`config.mk`:
```
export PLATFORM = sky130hd
export DESIGN_NAME = run_sequencer
export DESIGN_NICKNAME = d
export VERILOG_FILES = /design/src/rtl/run_sequencer_pkg.sv /design/src/rtl/run_sequencer_cycle_counter.sv /design/src/rtl/run_sequencer.sv
export SDC_FILE = /design/constraint.sdc
export NUM_CORES = 1
export LEC_CHECK = 0
export BUFFER_PORTS_ARGS = -buffer_cell sky130_fd_sc_hd__buf_2
export CAP_MARGIN = 0
export CORE_AREA = 2 2 72 125
export DETAILED_ROUTE_END_ITERATION = 10
export DIE_AREA = 0 0 74 127
export GPL_TIMING_DRIVEN = 0
export PLACE_DENSITY = 0.83
export SYNTH_ARGS = -nofsm -noshare
export SYNTH_HDL_FRONTEND = slang
export SYNTH_SLANG_ARGS = --single-unit
```
`constraint.sdc`:
```
create_clock -name clk -period 2.66 [get_ports clk]
set_input_delay 0.532 -clock clk [delete_from_list [all_inputs] [get_ports clk]]
set_output_delay 0.532 -clock clk [all_outputs]
set_load 0.005 [all_outputs]
```
`src/rtl/run_sequencer_pkg.sv`:
```
// Shared types and constants for the run sequencer.
// State encodings are visible on the state output, so values are fixed.
package run_sequencer_pkg;

  typedef enum logic [2:0] {
    IDLE      = 3'd0,
    LOAD_IMEM = 3'd1,
    LOAD_DMEM = 3'd2,
    EXECUTE   = 3'd3,
    UNLOAD    = 3'd4,
    DONE      = 3'd5,
    ERROR     = 3'd6
  } state_e;

  // Meaning of each captured descriptor slot.
  localparam int Q_END   = 0;
  localparam int R_START = 1;
  localparam int R_END   = 2;

endpackage

```
`src/rtl/run_sequencer_cycle_counter.sv`:
```
// Saturating cycle counter with synchronous clear and count enable.
// Clear has priority over enable. The value holds at all-ones instead of wrapping.
module run_cycle_counter #(
  parameter int WIDTH = 26
) (
  input  logic             clk,
  input  logic             rstN,
  input  logic             clear,
  input  logic             enable,
  output logic [WIDTH-1:0] count
);

  logic [WIDTH-1:0] count_q, count_d;

  // Next count: clear, then increment unless saturated.
  always_comb begin
    count_d = count_q;
    if (clear) begin
      count_d = '0;
    end else if (enable && (count_q != '1)) begin
      count_d = count_q + WIDTH'(1);
    end
  end

  // Count register.
  always_ff @(posedge clk) begin
    if (!rstN) begin
      count_q <= '0;
    end else begin
      count_q <= count_d;
    end
  end

  assign count = count_q;

endmodule

```
`src/rtl/run_sequencer.sv`:
```
// Load/execute/unload controller for the multi-core processor top.
// It sequences the instruction load, data load, execution and unload phases.
// It arbitrates the data-memory port between the UART side and the processor.
// It captures descriptor words during the data load and times execution.
// Optional build macro RUN_SEQUENCER_WATCHDOG_EN adds an execution watchdog
// that moves the controller to ERROR after WDOG_CYCLES cycles without proc_done.
module run_sequencer
  import run_sequencer_pkg::*;
#(
  parameter int CORE_COUNT      = 2,
  parameter int REG_WIDTH       = 12,
  parameter int DMEM_WIDTH      = CORE_COUNT * REG_WIDTH,
  parameter int DMEM_ADDR_WIDTH = 12,
  parameter int NUM_DESC        = 3,
  parameter int DESC_ADDR_BASE  = 5,
  parameter int CYC_WIDTH       = 26,
  parameter int WDOG_CYCLES     = 2 ** 24
) (
  input  logic                          clk,
  input  logic                          rstN,
  input  logic                          start,
  input  logic                          skip_imem,
  input  logic                          rerun,
  input  logic                          imem_rx_done,
  input  logic                          dmem_rx_done,
  input  logic                          proc_done,
  input  logic                          dmem_tx_done,
  input  logic                          proc_ready,
  input  logic                          uart_dmem_wr_en,
  input  logic [DMEM_ADDR_WIDTH-1:0]    uart_dmem_addr,
  input  logic [DMEM_WIDTH-1:0]         uart_dmem_data,
  input  logic                          proc_dmem_wr_en,
  input  logic [DMEM_ADDR_WIDTH-1:0]    proc_dmem_addr,
  input  logic [DMEM_WIDTH-1:0]         proc_dmem_data,
  output logic                          dmem_wr_en,
  output logic [DMEM_ADDR_WIDTH-1:0]    dmem_addr,
  output logic [DMEM_WIDTH-1:0]         dmem_data,
  output logic                          imem_rx_en,
  output logic                          dmem_rx_en,
  output logic                          proc_start,
  output logic                          dmem_tx_start,
  output logic [NUM_DESC*REG_WIDTH-1:0] desc,
  output logic [CYC_WIDTH-1:0]          run_cycles,
  output logic [2:0]                    state,
  output logic                          busy,
  output logic                          done,
  output logic                          error
);

  state_e state_q, state_d;
  logic   proc_start_q, proc_start_d;
  logic   dmem_tx_start_q, dmem_tx_start_d;
  logic [NUM_DESC*REG_WIDTH-1:0] desc_q, desc_d;
  logic   exec_entry;
  logic   in_execute;
  logic   wdog_hit;
  state_e full_run_target;

  assign full_run_target = skip_imem ? LOAD_DMEM : LOAD_IMEM;
  assign in_execute      = (state_q == EXECUTE);

`ifdef RUN_SEQUENCER_WATCHDOG_EN
  localparam int WDOG_WIDTH = $clog2(WDOG_CYCLES + 1);
  logic [WDOG_WIDTH-1:0] wdog_count;

  run_cycle_counter #(
    .WIDTH(WDOG_WIDTH)
  ) u_wdog_counter (
    .clk   (clk),
    .rstN  (rstN),
    .clear (exec_entry),
    .enable(in_execute),
    .count (wdog_count)
  );

  // The limit is hit in the last allowed EXECUTE cycle, so the move to ERROR happens after exactly WDOG_CYCLES cycles.
  assign wdog_hit = in_execute && (wdog_count == WDOG_WIDTH'(WDOG_CYCLES - 1));
`else
  logic unused_wdog_cfg;
  assign unused_wdog_cfg = ^WDOG_CYCLES;
  assign wdog_hit        = 1'b0;
`endif

  // Next state: advance on phase-completion pulses, ignore pulses elsewhere.
  always_comb begin
    state_d = state_q;
    case (state_q)
      IDLE: begin
        if (start) state_d = full_run_target;
      end
      LOAD_IMEM: begin
        if (imem_rx_done) state_d = LOAD_DMEM;
      end
      LOAD_DMEM: begin
        if (dmem_rx_done && proc_ready) state_d = EXECUTE;
      end
      EXECUTE: begin
        if (proc_done) begin
          state_d = UNLOAD;
        end else if (wdog_hit) begin
          state_d = ERROR;
        end
      end
      UNLOAD: begin
        if (dmem_tx_done) state_d = DONE;
      end
      DONE: begin
        if (start) begin
          state_d = full_run_target;
        end else if (rerun && proc_ready) begin
          state_d = EXECUTE;
        end
      end
      ERROR: begin
        if (start) state_d = full_run_target;
      end
      default: state_d = IDLE;
    endcase
  end

  // Entry pulses for the processor start and the unload start.
  always_comb begin
    exec_entry      = (state_d == EXECUTE) && (state_q != EXECUTE);
    proc_start_d    = exec_entry;
    dmem_tx_start_d = (state_d == UNLOAD) && (state_q != UNLOAD);
  end

  // Descriptor table: cleared on entering LOAD_DMEM, loaded by matching UART writes.
  always_comb begin
    desc_d = desc_q;
    if ((state_d == LOAD_DMEM) && (state_q != LOAD_DMEM)) begin
      desc_d = '0;
    end else if ((state_q == LOAD_DMEM) && uart_dmem_wr_en) begin
      for (int i = 0; i < NUM_DESC; i++) begin
        if (uart_dmem_addr == DMEM_ADDR_WIDTH'(DESC_ADDR_BASE + i)) begin
          desc_d[i*REG_WIDTH +: REG_WIDTH] = uart_dmem_data[REG_WIDTH-1:0];
        end
      end
    end
  end

  // Control and descriptor registers.
  always_ff @(posedge clk) begin
    if (!rstN) begin
      state_q         <= IDLE;
      proc_start_q    <= 1'b0;
      dmem_tx_start_q <= 1'b0;
      desc_q          <= '0;
    end else begin
      state_q         <= state_d;
      proc_start_q    <= proc_start_d;
      dmem_tx_start_q <= dmem_tx_start_d;
      desc_q          <= desc_d;
    end
  end

  // Execution timer: zero in the first EXECUTE cycle, then counts each EXECUTE cycle.
  run_cycle_counter #(
    .WIDTH(CYC_WIDTH)
  ) u_run_counter (
    .clk   (clk),
    .rstN  (rstN),
    .clear (exec_entry),
    .enable(in_execute),
    .count (run_cycles)
  );

  // Data-memory port owner is chosen by phase; unload only reads, so writes are blocked.
  always_comb begin
    dmem_wr_en = 1'b0;
    dmem_addr  = '0;
    dmem_data  = '0;
    case (state_q)
      LOAD_DMEM: begin
        dmem_wr_en = uart_dmem_wr_en;
        dmem_addr  = uart_dmem_addr;
        dmem_data  = uart_dmem_data;
      end
      UNLOAD: begin
        dmem_addr  = uart_dmem_addr;
        dmem_data  = uart_dmem_data;
      end
      EXECUTE: begin
        dmem_wr_en = proc_dmem_wr_en;
        dmem_addr  = proc_dmem_addr;
        dmem_data  = proc_dmem_data;
      end
      default: begin
      end
    endcase
  end

  // Status and receive gates decoded from the current state.
  always_comb begin
    imem_rx_en = (state_q == LOAD_IMEM);
    dmem_rx_en = (state_q == LOAD_DMEM);
    busy       = (state_q == LOAD_IMEM) || (state_q == LOAD_DMEM) ||
                 (state_q == EXECUTE)   || (state_q == UNLOAD);
    done       = (state_q == DONE);
`ifdef RUN_SEQUENCER_WATCHDOG_EN
    error      = (state_q == ERROR);
`else
    error      = 1'b0;
`endif
  end

  assign proc_start    = proc_start_q;
  assign dmem_tx_start = dmem_tx_start_q;
  assign desc          = desc_q;
  assign state         = state_q;

endmodule

```
---- Word-level counts from Yosys, hierarchy flattened ----
Index checks and enable logic that the tools add are counted.
word-level totals
  register bits after elaboration ......... 67
  output and inout port bits .............. 109
  word-level logic and storage cells ...... 55
cells by class
  $add $sub $neg .......................... 1
  equality and inequality tests ........... 16
  muxes and demuxes ....................... 12
  bitwise gates (word level) .............. 1
  reductions and logical operators ........ 18
operator list
  operator                                         count
  case mux 24 bit (2 select lines)                 1
  == test 12 x 3 -> 1 bit (second input constant)  3
  adder 26 x 1 -> 26 bit (second input constant)   1
  != test 26 bit (second input constant)           1
  case mux 12 bit (2 select lines)                 1
  2-to-1 mux 3 bit                                 7
  case mux 3 bit (6 select lines)                  1
  == test 3 x 2 -> 1 bit (second input constant)   4
  == test 3 bit (second input constant)            4
  OR reduction 2 bit                               4
  logical AND 1 bit                                7
  != test 3 x 2 -> 1 bit (second input constant)   2
  AND reduction 2 bit                              3
  == test 3 x 1 -> 1 bit (second input constant)   1
  logical NOT 3 bit                                1
  logical OR 1 bit                                 3
  != test 3 bit (second input constant)            1
  2-to-1 mux 2 bit                                 1
  case mux 1 bit (2 select lines)                  1
  NOT 1 bit                                        1

---- Depth between registers and ports, before layout ----
Gate-level depths: netlist of run 1.
  word-level depth ........................ 7
  mapped depth ............................ 8

---- By module ----
From an unflattened synthesis of run 1, not the netlist that was laid out.
second synthesis, totals
  cell total of the unflattened synthesis .. 382
  area total of the unflattened synthesis .. 3667.3 um^2
modules (own cells, without submodules)
  module             instances  cells an instance  area each (um^2)
  run_sequencer      1          228                2317.2
  run_cycle_counter  1          154                1350.0

---- Worst setup path before layout of run 1 ----
Ideal clock, no wire load.
  path kind ............................... input-to-reg
  start ................................... input uart_dmem_wr_en
  end ..................................... register desc_q[30] (netlist: desc[30])
  library setup time ...................... 86 ps
  data arrival time ....................... 2215 ps
  required time ........................... 2574 ps
  path slack .............................. 359 ps
  stages on the path ...................... 6
  cells stage by stage .................... or4bb_1 > nor4_2 > nand3_1 > buf_1 > mux2i_1 > a211oi_1
between the ends
  cells in the longest elaborated chain, start to end .. 2
ends and longest elaborated chain
  element                               line                  text
  start, declared                       run_sequencer.sv:29   input logic uart_dmem_wr_en,
  logical AND 1 bit                     run_sequencer.sv:133  end else if ((state_q == LOAD_DMEM) && uart_dmem_wr_en) begin
  AND reduction 2 bit (no source line)  -
  end signal, assigned                  run_sequencer.sv:153  desc_q <= desc_d;
  end, declared                         run_sequencer.sv:53   logic [NUM_DESC*REG_WIDTH-1:0] desc_q, desc_d;
No other way between the ends.
A chain may end at the register's enable or synchronous reset.

---- Worst setup path in the final report of run 1 ----
  start ................................... register state_q[2] (netlist: state[2])
  end ..................................... output dmem_data[23]
between the ends
  cells in the longest elaborated chain, start to end .. 3
  elaborated cells between the ends (all ways) .. 5
ends and longest elaborated chain
  element                                                  line                  text
  start, declared                                          run_sequencer.sv:50   state_e state_q, state_d;
  start signal, assigned                                   run_sequencer.sv:150  state_q <= state_d;
  == test 3 x 2 -> 1 bit or == test 3 bit (tied branches)  run_sequencer.sv:173  case (state_q)
  OR reduction 2 bit (no source line)                      -
  case mux 24 bit (2 select lines) (*)                     run_sequencer.sv:173
  end, declared                                            run_sequencer.sv:37   output logic [DMEM_WIDTH-1:0] dmem_data,
Every way passes the cells marked *; elsewhere a longest branch is shown, timed or not.

==> results of run 1 <==
## state kept, by name, indices dropped and copies added (netlist names)
signal	flops
state	3
dmem_tx_start	1
desc	36
proc_start	1
u_run_counter.count	26
## worst min-delay path by stage
stage                     slack (ns)  cells after the start                     from                       to
final                           0.49                      2                     rstN                 state[2]
after CTS                       0.47                      2                     rstN                 state[2]
after detailed placement        0.50                      2  u_run_counter.count[14]  u_run_counter.count[14]
after global placement          0.49                      2  u_run_counter.count[14]  u_run_counter.count[14]
after floorplan                 0.48                      2  u_run_counter.count[11]  u_run_counter.count[11]
after global routing            0.49                      2                     rstN                 state[2]
## cells in the final DEF (no fill, tap or decap), types with 9 or more instances in the layout
master / count
buf_2: 199
dfxtp_1: 66
a211oi_1: 50
mux2i_1: 39
a22o_1: 36
nand2_1: 20
clkbuf_1: 16
diode_2: 11
nor3_1: 11
o21ai_0: 9
clkbuf_16: 9
## power breakdown
group	leakage, nW	internal, W	switching [W]
Clock	0.169	0.000942	0.000436
Sequential	0.541	0.00101	0.00000864
Combinational	1.71	0.000249	0.000385
Total	2.42	0.00220	0.000830
## worst max-delay path, stage by stage, from the launching register on
cell and delay, ns:
dfxtp_2 0.40, buf_2 0.24, nand2b_1 0.12, a21oi_4 0.31
clkbuf_4 0.28, a22o_1 0.20, buf_2 0.13
## through the flow
stage	hold slack (ns)	cell area, µm²	worst slack (ns)	TNS (ns)
2_1_floorplan	0.484	3680	0.359	0
3_5_place_dp	0.503	4780	-0.318	-9.45
6_report	0.490	5210	0.124	0
4_1_cts	0.473	5160	0.0176	0
5_1_grt	0.492	5190	0.0172	0
3_3_place_gp	0.489	4780	-0.248	-6.06
## kinds of logic after synthesis
| logic type | synth area share (%) |
|---|---|
| other | 0.102 |
| flip-flops | 36.4 |
| AND/OR/NAND/NOR | 17.2 |
| buffers and inverters | 5.57 |
| XOR/XNOR | 2.14 |
| multiplexers | 11.5 |
| AO/OA/AOI/OAI | 26.7 |
| adder cells (fa/ha/maj) | 0.340 |
## routing by layer
layer  share of wire (%)  up-vias
li1                    -     1953
met1                  34     1901
met2                  52      198
met3                  11       25
met4                 2.1        8
met5                0.33        -
## layout make-up
cell class	instances	share of cell area [%]
Inverter	7	0.504
Clock inverter	6	2.14
Multi-Input combinational cell	281	41.6
Antenna cell	11	0.528
Buffer	36	3.75
Clock buffer	10	4.59
Sequential cell	67	25.8
Timing Repair Buffer	191	18.4
Tap cell	115	2.76
==> results.json, run 1 <==
{
  "syn_area_um2": 3680,
  "antenna_found_initial": 15,
  "place_congestion": 0.928,
  "clockRootBuffer": "clkbuf_16",
  "ant_nets": 0,
  "cap_violations": 0,
  "die_w_um": 74,
  "power_w": 0.00303,
  "yosysTopAreaCell": "dfxtp_1",
  "drc_errors": 0,
  "async_flop_share_pct": 0,
  "cts_tree": "built",
  "setup_viol": 0,
  "routed_wirelength_mm": 13.8,
  "grt_max_degree": 13,
  "fin_util_pct": 62.7,
  "status": "completed",
  "start_util_pct": 44.3,
  "ioPinCount": 193,
  "clk_path_buf_depth": 2,
  "max_freq_ghz": 0.394,
  "fp-row-count": 44,
  "rsz0062_at_grt": "no",
  "grt_pass1_wl_mm": 20.4,
  "cts_resized": 12,
  "crit_path_end_kind": "output pin",
  "crit_start": "state[2]",
  "grt_use_total_pct": 28.9,
  "finClkSkew_ns": 0.00537,
  "leakage_nw": 2.42,
  "reg2reg_depth": 6,
  "synth_top_cells_by_area": "dfxtp_1 36%, mux2i_1 11%, a211oi_1 10%",
  "drt-pass1-iter-count": 4,
  "via_per_inst": 5.64,
  "drive_gt1_share_pct": 42.8,
  "critPathKind": "register to output pin",
  "slew_viol_final": 0,
  "max_slew_margin_pct": 49.5,
  "clkSlewWorstSetupHoldPaths_ns": 0.05,
  "hpwlAfterDp_mm": 11.2,
  "wl_per_cell_um": 19.1,
  "cts_hold_buffers": 0,
  "grt_remaining_overflow": 0,
  "coreArea_um2": 8310,
  "ys_warn_count": 0,
  "synth-seq-area-share_pct": 36.4,
  "post-route-period-util_pct": 95.3,
  "worst-slew-pin-transition_ns": 0.756,
  "hold_viol_final": 0,
  "r2r-end": "desc[5]",
  "met1_usage_pct": 26.3,
  "die_area_um2": 9400,
  "use_met3_pct": 14.0,
  "cp.arrival_ns": 2.00,
  "busiest_layer": "met2",
  "htreeDepth": 3,
  "syn_nets": 476,
  "drtIter0Drc": 225,
  "power_density_nw_per_um2": 582,
  "min_period_ns": 2.54,
  "area_delta_synth_final_pct": 41.5,
  "multi_input_comb_area_um2": 2170,
  "cp-endpoint": "dmem_data[23]",
  "hold_path.class": "input pin to register",
  "r2r-start": "state[2]",
  "synthCells": 391,
  "grt_pass1_vias": 3892,
  "ff_latch_area_um2": 1340,
  "yosysUniqueCellTypes": 52,
  "worst_setup_path_start_kind": "register",
  "die_y_um": 127,
  "synthFlopType": "dfxtp_1",
  "vdd_drop_max_mv": 0.493,
  "layout.cells.non_filler": 724,
  "ys_ff_latch": 67,
  "n_fill_cell": 703,
  "synth-edff-count": 0,
  "numCtsBuffers": 9,
  "port_buffers": 191,
  "insertion_delay_ns": 0.33,
  "via_count": 4085,
  "worstPathRequired_ns": 2.13,
  "grtUsageMet2_pct": 54.1,
  "synth_top_area_share_pct": 36.4,
  "nNetsFinal": 678,
  "yosysMostFrequentCell": "dfxtp_1",
  "place_inst": 697,
  "synthTopCellsByCount": "67 x dfxtp_1, 51 x a211oi_1, 39 x mux2i_1",
  "clock_sinks": 67,
  "ff2ff_setup_slack_ns": 0.19,
  "post_cts_buffers": 0,
  "syn_area_per_cell_um2": 9.42,
  "critPathMaxFanout": 10
}
Power figures use the tool's default switching activity.
==> run 2, diff against run 1 <==
--- a/config.mk
+++ b/config.mk
@@ -7,11 +7,11 @@
 export LEC_CHECK = 0
 export BUFFER_PORTS_ARGS = -buffer_cell sky130_fd_sc_hd__buf_2
 export CAP_MARGIN = 0
-export CORE_AREA = 2 2 72 125
+export CORE_AREA = 4 4 74 127
 export DETAILED_ROUTE_END_ITERATION = 10
-export DIE_AREA = 0 0 74 127
+export DIE_AREA = 0 0 78 131
 export GPL_TIMING_DRIVEN = 0
-export PLACE_DENSITY = 0.83
+export PLACE_DENSITY = 0.89
 export SYNTH_ARGS = -nofsm -noshare
 export SYNTH_HDL_FRONTEND = slang
 export SYNTH_SLANG_ARGS = --single-unit
==> run 2 against run 1 <==
Against the previous run:
- via count grew 3.0%
- clock skew grew 0.0014 ns
- combinational power grew 1%
- global-route usage shrank 1.2 points
- clock power shrank 20%
- hold slack gained 0.0030 ns
- non-clock buffer count grew 2
- sequential power is essentially flat
- highest routed layer unchanged
- core utilization shrank 0.95 points
- clock-buffer cell count shrank 1
==> results.json, run 2 (synthesis results as in run 1) <==
{
  "grt_remaining_overflow": 0,
  "power_w": 0.00277,
  "grt_max_degree": 14,
  "post-route-period-util_pct": 95.3,
  "antenna_found_initial": 17,
  "holdWs_ns": 0.493,
  "crit_path_cell_trace": "and3b_1, clkbuf_4, clkbuf_4, clkbuf_2, a22o_1, buf_2",
  "drc_errors": 0,
  "crit_slowest_cell": "dfxtp_1",
  "grt_use_total_pct": 27.7,
  "final_cell_mix": "196 x buf_2, 66 x dfxtp_1, 50 x a211oi_1",
  "p_comb_share_pct": 23.3,
  "htreeDepth": 3,
  "grt_pass1_vias": 4025,
  "coreArea_um2": 8310,
  "routed_wirelength_mm": 14.5,
  "power_density_nw_per_um2": 539,
  "cp_top_family": "buffers and inverters",
  "leakage_nw": 2.38,
  "clk_path_buf_depth": 2,
  "critPathMaxFanout": 10,
  "mostFrequentLayoutCell": "buf_2",
  "worstPathRequired_ns": 2.13,
  "min_period_ns": 2.54,
  "max_freq_ghz": 0.394,
  "tns_ns": 0,
  "crit_path_end_kind": "output pin",
  "place_inst": 697,
  "cp_slowest_stage_delay_ns": 0.41,
  "worstPathBufferInverterCount": 4,
  "die_area_um2": 10200,
  "worst-slew-pin-transition_ns": 0.715,
  "grt_pass1_wl_mm": 21.6,
  "die_y_um": 131,
  "ioPinCount": 193,
  "port_buffers": 191,
  "via_count": 4206,
  "insertion_delay_ns": 0.33,
  "area_delta_synth_final_pct": 39.3,
  "drive_gt1_share_pct": 43.0,
  "die_w_um": 78,
  "cts_tree": "built",
  "worst_setup_path_start_kind": "register",
  "power_report.internal_total_w": 0.00190,
  "slew_viol_final": 0,
  "n_fill_cell": 708,
  "setup_viol": 0,
  "hold_path.class": "input pin to register",
  "start_util_pct": 44.3,
  "hold_viol_final": 0,
  "place_congestion": 0.942,
  "seqPwrFrac_pct": 36.9,
  "critPathKind": "register to output pin",
  "path_common_cell": "clkbuf_4",
  "nNetsFinal": 680,
  "layout.cells.non_filler": 720,
  "fp-row-count": 44,
  "rsz0062_at_grt": "no",
  "drt-pass1-iter-count": 4,
  "drtIter0Drc": 172,
  "cp.arrival_ns": 2.00,
  "vdd_drop_max_mv": 0.358,
  "max_slew_margin_pct": 52.3,
  "clock_power_share_pct": 39.8,
  "largest_reg_flops": 36,
  "status": "completed",
  "clkSlewWorstSetupHoldPaths_ns": 0.06,
  "cts_hold_buffers": 0,
  "clock_sinks": 67,
  "wl_per_cell_um": 20.1,
  "switching_power_w": 0.000867,
  "via_per_inst": 5.84,
  "finClkSkew_ns": 0.00677,
  "clockRootBuffer": "clkbuf_16",
  "ant_nets": 0,
  "switching_share_pct": 31.3,
  "numCtsBuffers": 9,
  "cap_violations": 0,
  "hpwlAfterDp_mm": 11.7
}
-- run 2: final timing paths --
path	end	slack (ns)	from	cells after the start
worst min register to register	u_run_counter.count[8]	0.51	u_run_counter.count[8]	2
worst max-delay path	dmem_data[23]	0.12	state[1]	6
worst min-delay path	state[2]	0.49	rstN	2
worst max register to register	u_run_counter.count[13]	0.20	u_run_counter.count[3]	7
-- run 2: what timing repair did --
action	in CTS	in global routing
pin swaps	1	0
resized for setup	10	8
buffers inserted	2	0
setup endpoints to repair	57	38
-- run 2: layer usage --
metal / track usage [%] / share of wire [%]
met5: 0 / 1.3
met4: 8.75 / 2.1
met3: 14.8 / 12
met2: 52.1 / 52
met1: 25.4 / 33
-- run 2: cell type report --
class                   instances  area (µm²)  area share, %
repair buffers                193         971           18.9
inverters                       7        26.3          0.512
well taps                     115         144           2.80
plain buffers                  36         198           3.85
diodes                          5        12.5          0.244
clock inverters                 7        52.6           1.02
multi-input cells             281        2160           42.1
flip-flops and latches         67        1340           26.2
clock buffers                   9         225           4.39
-- run 2: metrics by stage --
stage / util (%) / cell area (µm²) / setup WS [ns]
finish: 61.7 / 5130 / 0.124
global route: 61.7 / 5130 / 0.0455
CTS: 61.4 / 5100 / 0.0209
detailed placement: 57.5 / 4780 / -0.264
global placement: 57.5 / 4780 / -0.192
floorplan: - / 3680 / 0.359
-- run 2: power by group through the flow --
stage | Clock, W | Combinational (W) | Sequential [W]
2_1_floorplan | 0 | 0.000338 | 0.00104
3_3_place_gp | 0 | 0.000603 | 0.00104
3_5_place_dp | 0 | 0.000615 | 0.00104
4_1_cts | 0.00111 | 0.000638 | 0.00102
5_1_grt | 0.00116 | 0.000691 | 0.00102
6_report | 0.00110 | 0.000643 | 0.00102
==> run 3, diff against run 2 <==
--- a/config.mk
+++ b/config.mk
@@ -7,11 +7,11 @@
 export LEC_CHECK = 0
 export BUFFER_PORTS_ARGS = -buffer_cell sky130_fd_sc_hd__buf_2
 export CAP_MARGIN = 0
-export CORE_AREA = 4 4 74 127
+export CORE_AREA = 4 4 77 133
 export DETAILED_ROUTE_END_ITERATION = 10
-export DIE_AREA = 0 0 78 131
+export DIE_AREA = 0 0 81 137
 export GPL_TIMING_DRIVEN = 0
-export PLACE_DENSITY = 0.89
+export PLACE_DENSITY = 0.86
 export SYNTH_ARGS = -nofsm -noshare
 export SYNTH_HDL_FRONTEND = slang
 export SYNTH_SLANG_ARGS = --single-unit
==> constraint.sdc (replaced) <==
create_clock -name clk -period 2.1 [get_ports clk]
set_input_delay 0.42 -clock clk [delete_from_list [all_inputs] [get_ports clk]]
set_output_delay 0.42 -clock clk [all_outputs]
set_load 0.005 [all_outputs]
==> run 3 against run 2 <==
Against the previous run:
- the flow now finishes with violations (setup timing)
- clock skew is essentially flat
- routed wire length grew 25%
- clock power grew 60%
- core utilization grew 5.1 points
- critical path depth grew 1
==> results.json, run 3 (synthesis results as in run 1) <==
{
  "htreeDepth": 3,
  "ff_latch_area_um2": 1370,
  "die_area_um2": 11100,
  "hold_start": "rstN",
  "n_fill_cell": 691,
  "final_cell_mix": "193 x buf_2, 53 x dfxtp_1, 42 x a211oi_1",
  "via_count": 4638,
  "coreArea_um2": 9090,
  "design_area_um2": 6070,
  "hold_end": "state[2]",
  "drt-pass1-iter-count": 5,
  "numCtsBuffers": 9,
  "hold_path.class": "input pin to register",
  "drive_gt1_share_pct": 54.2,
  "r2r-end": "desc[13]",
  "placed_cell_area_um2": 4800,
  "crit_path_end_kind": "register",
  "pre_cts_ws_ns": -0.694,
  "die_y_um": 137,
  "max_slew_margin_pct": 58.0,
  "area_delta_synth_final_pct": 64.9,
  "ff2ff_setup_slack_ns": -0.14,
  "cap_violations": 0,
  "tns_ns": -1.56,
  "power_density_nw_per_um2": 689,
  "holdWs_ns": 0.387,
  "reg2reg_depth": 7,
  "leakage_nw": 2.86,
  "largest_reg_flops": 36,
  "grt_pass1_vias": 4456,
  "clkSlewWorstSetupHoldPaths_ns": 0.06,
  "clockRootBuffer": "clkbuf_16",
  "violations": "setup timing",
  "ioPinCount": 193,
  "fp-row-count": 46,
  "final.setup.worst_slack_ns": -0.144,
  "min_path_cells": 2,
  "grt_remaining_overflow": 0,
  "start_util_pct": 40.5,
  "grt_use_total_pct": 30.0,
  "status": "complete, but fails checks",
  "grt_pass1_wl_mm": 24.4,
  "cts_tree": "built",
  "rsz0062_at_grt": "yes",
  "clk_path_buf_depth": 2,
  "slew_viol_final": 0,
  "finClkSkew_ns": 0.00662,
  "cp.arrival_ns": 2.43,
  "worst-slew-pin-transition_ns": 0.630,
  "setup_viol": 30,
  "hold_viol_final": 0,
  "ant_nets": 0,
  "cts_hold_buffers": 0,
  "place_congestion": 0.969,
  "worstPathRequired_ns": 2.28,
  "critPathKind": "register to register",
  "wl_per_cell_um": 23.4,
  "clock_sinks": 67,
  "multi_input_comb_area_um2": 2370,
  "insertion_delay_ns": 0.33,
  "die_w_um": 81,
  "via_per_inst": 6.01,
  "grt_max_degree": 14,
  "nNetsFinal": 724,
  "crit_start": "state[2]",
  "mostFrequentLayoutCell": "buf_2",
  "min_period_ns": 2.24,
  "post-route-period-util_pct": 107,
  "hpwlAfterDp_mm": 11.9,
  "antenna_found_initial": 14,
  "max_freq_ghz": 0.446,
  "routed_wirelength_mm": 18.0,
  "drtIter0Drc": 240,
  "r2r-start": "state[2]",
  "vdd_drop_max_mv": 0.478,
  "drc_errors": 0,
  "critPathMaxFanout": 6,
  "port_buffers": 191,
  "worst_setup_path_start_kind": "register"
}
==> run 3: per-stage QoR <==
step                      cells  power, W  utilization, %
after detailed placement    702   0.00209            52.8
after CTS                   746   0.00408            62.6
after floorplan             391   0.00175               -
after global routing        769   0.00431            66.7
final                       772   0.00418            66.8
after global placement      702   0.00209            52.8
==> run 3: repair_timing <==
item | CTS | global route
gates cloned | 7 | 3
resized for setup | 74 | 56
endpoints found under the setup margin | 98 | 95
pin swaps | 15 | 48
buffers inserted | 21 | 18
==> run 3: worst max path at each step <==
stage,slack (ns),end,cells after the start
2_1_floorplan,0.004,u_run_counter.count[1],7
3_3_place_gp,-0.65,u_run_counter.count[23],7
3_5_place_dp,-0.69,u_run_counter.count[25],7
4_1_cts,-0.04,dmem_data[6],6
5_1_grt,-0.19,desc[16],7
6_report,-0.14,desc[13],7
==> run 3: routing by layer <==
layer	wire, µm	part of all wire, %	global-route usage (%)
met1	5710	32	25.8
met2	9300	52	51.6
met3	1990	11	15.4
met4	967	5.4	21.4
met5	84	0.47	0
==> run 3: worst max-delay path, stage by stage (launching register included) <==
cell	delay (ns)
dfxtp_4	0.36
or4bb_4	0.57
nor4_4	0.33
and3b_1	0.24
buf_6	0.15
clkbuf_16	0.16
mux2i_1	0.23
a211oi_1	0.07
==> run 3: area by class of cell <==
class / count / share of cell area, %
well taps: 120 / 2.47
multi-input cells: 281 / 39.0
plain buffers: 34 / 5.58
repair buffers: 239 / 23.8
inverters: 7 / 0.433
flip-flops and latches: 67 / 22.6
clock buffers: 9 / 3.71
diodes: 8 / 0.330
clock inverters: 7 / 2.04
==> run 3: power by group <==
group / switching (W) / internal [W] / total [W]
logic: 0.000611 / 0.000525 / 0.00114
clock network: 0.000590 / 0.00117 / 0.00176
registers: 0.0000129 / 0.00128 / 0.00129
total: 0.00121 / 0.00297 / 0.00418
